`src/rtl/cache_fill_fsm.sv`:
```
// Cache block fill controller: on a miss, issues one word read per cycle
// and writes returned words into the cache, then the tag on the last word.
// Optional build macro CACHE_FILL_CRITICAL_WORD_FIRST_EN starts the fill
// at the missing word instead of word 0.
module cache_fill_fsm #(
    parameter int BLOCK_WORDS = 8
) (
    input  logic        clk,
    input  logic        rst,
    input  logic        miss_detected,
    input  logic [15:0] miss_address,
    input  logic        memory_data_valid,
    output logic        fsm_busy,
    output logic        memory_read,
    output logic [15:0] memory_address,
    output logic        write_data_array,
    output logic        write_tag_array,
    output logic [15:0] cache_addr
);

    localparam int IW = $clog2(BLOCK_WORDS);
    localparam int CW = IW + 1;
    localparam int OW = IW + 1;
    localparam logic [15:0] BASE_MASK = ~16'((1 << OW) - 1);

    typedef enum logic {
        IDLE = 1'b0,
        FILL = 1'b1
    } state_t;

    state_t          state;
    state_t          next_state;
    logic [15:0]     base_q;
    logic [IW-1:0]   start_q;
    logic [IW-1:0]   start_d;
    logic [CW-1:0]   iss_q;
    logic [CW-1:0]   ret_q;
    logic [IW-1:0]   iss_idx;
    logic [IW-1:0]   ret_idx;
    logic            iss_open;
    logic            last_ret;

    // Byte offset of a 16-bit word inside the block.
    function automatic logic [15:0] word_off(input logic [IW-1:0] idx);
        return {{(16 - OW){1'b0}}, idx, 1'b0};
    endfunction

`ifdef CACHE_FILL_CRITICAL_WORD_FIRST_EN
    assign start_d = miss_address[OW-1:1];
`else
    assign start_d = '0;
`endif

    // Word indices wrap inside the block by IW-bit truncation.
    assign iss_idx  = start_q + iss_q[IW-1:0];
    assign ret_idx  = start_q + ret_q[IW-1:0];
    assign iss_open = (iss_q < CW'(BLOCK_WORDS));
    assign last_ret = (ret_q == CW'(BLOCK_WORDS - 1));

    // State register.
    always_ff @(posedge clk or posedge rst) begin
        if (rst) begin
            state <= IDLE;
        end else begin
            state <= next_state;
        end
    end

    // Block base, start offset and issue/return counters.
    always_ff @(posedge clk or posedge rst) begin
        if (rst) begin
            base_q  <= '0;
            start_q <= '0;
            iss_q   <= '0;
            ret_q   <= '0;
        end else begin
            unique case (state)
                IDLE: begin
                    if (miss_detected) begin
                        base_q  <= miss_address & BASE_MASK;
                        start_q <= start_d;
                        iss_q   <= '0;
                        ret_q   <= '0;
                    end
                end
                FILL: begin
                    if (iss_open) begin
                        iss_q <= iss_q + CW'(1);
                    end
                    if (memory_data_valid) begin
                        if (last_ret) begin
                            iss_q <= '0;
                            ret_q <= '0;
                        end else begin
                            ret_q <= ret_q + CW'(1);
                        end
                    end
                end
            endcase
        end
    end

    // Next-state: leave IDLE on a miss, leave FILL on the last returned word.
    always_comb begin
        next_state = state;
        unique case (state)
            IDLE: begin
                if (miss_detected) begin
                    next_state = FILL;
                end
            end
            FILL: begin
                if (memory_data_valid && last_ret) begin
                    next_state = IDLE;
                end
            end
        endcase
    end

    // Outputs: requests, data/tag writes and the cache address; all low in reset.
    always_comb begin
        fsm_busy         = 1'b0;
        memory_read      = 1'b0;
        memory_address   = '0;
        write_data_array = 1'b0;
        write_tag_array  = 1'b0;
        cache_addr       = '0;
        if (!rst) begin
            unique case (state)
                IDLE: begin
                    fsm_busy = miss_detected;
                end
                FILL: begin
                    fsm_busy   = 1'b1;
                    cache_addr = base_q;
                    if (iss_open) begin
                        memory_read    = 1'b1;
                        memory_address = base_q | word_off(iss_idx);
                    end
                    if (memory_data_valid) begin
                        write_data_array = 1'b1;
                        write_tag_array  = last_ret;
                        cache_addr       = base_q | word_off(ret_idx)
                                         | {15'b0, last_ret};
                    end
                end
            endcase
        end
    end

endmodule

```
`config.mk`:
```
export PLATFORM = sky130hd
export DESIGN_NAME = cache_fill_fsm
export DESIGN_NICKNAME = d
export VERILOG_FILES = /design/src/rtl/cache_fill_fsm.sv
export SDC_FILE = /design/constraint.sdc
export NUM_CORES = 1
export LEC_CHECK = 0
export CAP_MARGIN = 20
export CELL_PAD_IN_SITES_DETAIL_PLACEMENT = 1
export CELL_PAD_IN_SITES_GLOBAL_PLACEMENT = 2
export CORE_MARGIN = 2
export CORE_UTILIZATION = 21
export CTS_CLUSTER_SIZE = 28
export DETAILED_ROUTE_END_ITERATION = 10
export GPL_TIMING_DRIVEN = 0
export HOLD_SLACK_MARGIN = 0.02
export PLACE_DENSITY = 0.87
export SETUP_SLACK_MARGIN = 0.1
export SYNTH_ARGS = -nofsm -noshare
export SYNTH_HDL_FRONTEND = slang
export SYNTH_SLANG_ARGS = --single-unit
```
`constraint.sdc`:
```
create_clock -name clk -period 1.25 [get_ports clk]
set_input_delay 0.25 -clock clk [delete_from_list [all_inputs] [get_ports clk]]
set_output_delay 0.25 -clock clk [all_outputs]
set_load 0.03 [all_outputs]
```
==> summary.md <==
| Metric | Value |
|---|---|
| Max-slew violations | `0` |
| Psw | `2.36 mW` |
| I/O Pins | `56` |
| Type of the worst setup path | `flop to primary output` |
| Sw frac | `39.8%` |
| Startpoint Class | `flop` |
| Max Root-Sink Buffers | `2` |
| DRC Markers | `0` |
| First-pass GRT wire length | `6.24 mm` |
| Die area | `0.00623 mm²` |
| Filler cells | `577` |
| Layout Nets | `220` |
| WP data required | `1000 ps` |
| Area share of the largest cell type after synthesis | `44.5%` |
| Final antenna-violating net count | `0` |
| Max Cap Viol | `0` |
| DR vias/cell | `4.44` |
| Internal power | `3.56 mW` |
| FF-to-FF setup slack | `-330 ps` |
| Critical path cell sequence | `nor2b_4 -> buf_6 -> clkbuf_16 -> and2_4 -> buf_6` |
| Most frequent cells in the layout | `buf_6, dfrtp_1, and2_4, and3_4` |
| Post-synth EDFFs | `0` |
| Row cnt | `27` |
| Clock power share | `7.6%` |
| Pin count of the biggest net entering global routing | `22` |
| FMAX | `0.606 GHz` |
| Fraction of registers with async set/reset | `100%` |
| P per Cell Area | `2340 mW/mm²` |
| DRT iter0 DRCs | `36` |
| Unrepaired setup endpoints after global routing | `yes` |
| Top cell type by total area after synthesis | `dfrtp_1` |
| Clock Latency Late Sink | `260 ps` |
| Commonest non-fill, non-tap cell in the layout | `buf_6` |
| Peak supply drop | `769 µV` |
| H-tree depth | `1` |
| Critical Path Most Common Cell | `buf_6` |
| Pre-antenna DRT Iters | `4` |
| Dpl hpwl | `2.44 mm` |
| Top FF cell, synth | `dfrtp_1` |
| Max incr delay on CP | `420 ps` |
| Clock Skews | `7.45 ps` |
| Final Total Pwr | `5.92 mW` |
| Num Clock Sinks | `21` |
| Minimum clock period | `1650 ps` |
| Place WS | `-1200 ps` |
| Share of layout cells above drive strength 1 | `70.9%` |
| Routed via count | `1189` |
| Combinational Power Share | `68.8%` |
| Die width | `79.0 µm` |
| Hold WC Path Type | `input port to async pin` |
| Core area | `0.00547 mm²` |
| Headroom to the max-slew limit | `45.4%` |
| Status | `complete, but fails checks` |
| Syn_area_per_cell | `10.2 µm²` |
| Initial antenna violation count | `0` |
| Syn. warnings | `0` |
| Slowest CP cell | `dfrtp_2` |
| Synth area leaders | `dfrtp_1, mux2_2, and2_1` |
| Yosys cell types | `31` |
| Crit path arrival time | `1400 ps` |
| CTS tree | `yes` |
| Violated checks | `setup timing` |
| Inserted Diodes | `0` |
| Placer Congestion | `0.703` |
| Measured slew at the worst slew-check pin | `818 ps` |
| Sequential power share | `23.5%` |
| Cell area after synthesis | `0.00118 mm²` |
| Total CTS buffers | `3` |
| Initial Utilization | `21.6%` |
| Crit-path max FO | `7` |
| Seq cells post-synth | `21` |
| Worst-path clk slew | `80 ps` |
| Non-Filler Instances | `268` |
| Clk root buf | `clkbuf_8` |
| Vias in the first global route | `1241` |
| Dpl cells | `238` |
| Die H | `79.0 µm` |
| Port Buf Inserts | `50` |
| WL/cell | `15.8 µm` |
| Synth-to-layout area growth | `114%` |
| Synth Net Count | `139` |
| Crit path capture type | `primary output` |
| P_leak | `1.16 nW` |
| Tcrit/Tclk final | `132%` |
| Worst setup margin | `-399 ps` |
| Gr ovfl total | `0` |
| Gr usage total | `12.8%` |
| Seq/Total Area, Yosys | `44.5%` |
| Mapped Cells | `116` |
| Endpoints failing hold | `0` |
| Post-Route WL | `4.23 mm` |
| Setup violations, final | `55` |
power by group through the flow:
stage | registers (mW) | clock network, mW | logic [mW]
finish | 1.39 | 0.453 | 4.08
global route | 1.45 | 0.494 | 4.33
CTS | 1.36 | 0.467 | 3.56
detailed placement | 1.39 | 0 | 2.96
global placement | 1.38 | 0 | 2.91
floorplan | 1.29 | 0 | 2.12
final cells by class:
type,instances,area [µm²],share of cell area [%]
flip-flops and latches,21,528,20.9
repair buffers,76,837,33.1
clock buffers,3,41.3,1.63
multi-input cells,82,893,35.3
plain buffers,8,113,4.45
clock inverters,1,5.00,0.198
well taps,72,90.1,3.56
inverters,5,21.3,0.841
timing repair:
item                                    CTS  global route
hold buffers                              0             0
setup buffers                            13             9
endpoints found under the setup margin   77            77
gates cloned                              5             0
resized for setup                       260            44
pin swaps                                21            12
cells in the mapped netlist, drive strengths merged (2+ instances only):
cell and instances:
nor2b 2, inv 5, nor2 4, a21oi 2
buf 6, mux2 12, a31oi 2, a32o 2
nand4 3, clkbuf 2, nand2 8, ha 3
and2 17, mux2i 2, and3 14, dfrtp 21
sequential cells by signal, indices dropped and copies added, names as in the netlist:
name	cells
base_q	12
iss_q	4
ret_q	4
state	1
worst max-delay path: cells and delay by family (launching register included):
family | cells | cell delay, ps
and+or+nand+nor | 2 | 290
buffers and inverters | 3 | 440
DFF | 1 | 420
path summary, 6_finish.rpt:
path / from / endpoint / cells after the start
min in group clk: base_q[13] / base_q[13] / 1
max in group asynchronous: rst / state / 2
worst max register to register: state / base_q[15] / 7
worst min-delay path: rst / base_q[10] / 2
worst min register to register: base_q[13] / base_q[13] / 1
worst max-delay path: state / cache_addr[12] / 5
per-stage QoR:
step	hold slack (ps)	instance area [µm²]	TNS (ps)	util [%]
after floorplan	227	1400	-2030	-
after global placement	517	1990	-53110	36.4
after detailed placement	522	1990	-53080	36.4
after CTS	513	2300	-14470	42.0
after global routing	552	2530	-19400	46.2
final	482	2530	-16780	46.2
cell families (layout without fill, tap and decap cells):
family | count (synthesis) | count (layout) | share of synthesized area [%]
AO/OA/AOI/OAI | 10 | 10 | 6.04
multiplexers | 14 | 14 | 13.1
adder cells (fa/ha/maj) | 3 | 3 | 3.18
other | 1 | 1 | 0.318
flip-flops | 21 | 21 | 44.5
buffers and inverters | 13 | 93 | 5.51
XOR/XNOR | 1 | 1 | 0.742
AND/OR/NAND/NOR | 53 | 53 | 26.5
layer usage:
layer | part of all wire (%) | vias up | track usage, %
li1 | - | 561 | -
met1 | 45 | 591 | 15.8
met2 | 50 | 33 | 22.4
met3 | 4.5 | 4 | 2.61
met4 | 0.97 | 0 | 4.14
met5 | 0 | - | 0
Note: power is estimated with default switching activity, not from simulation.
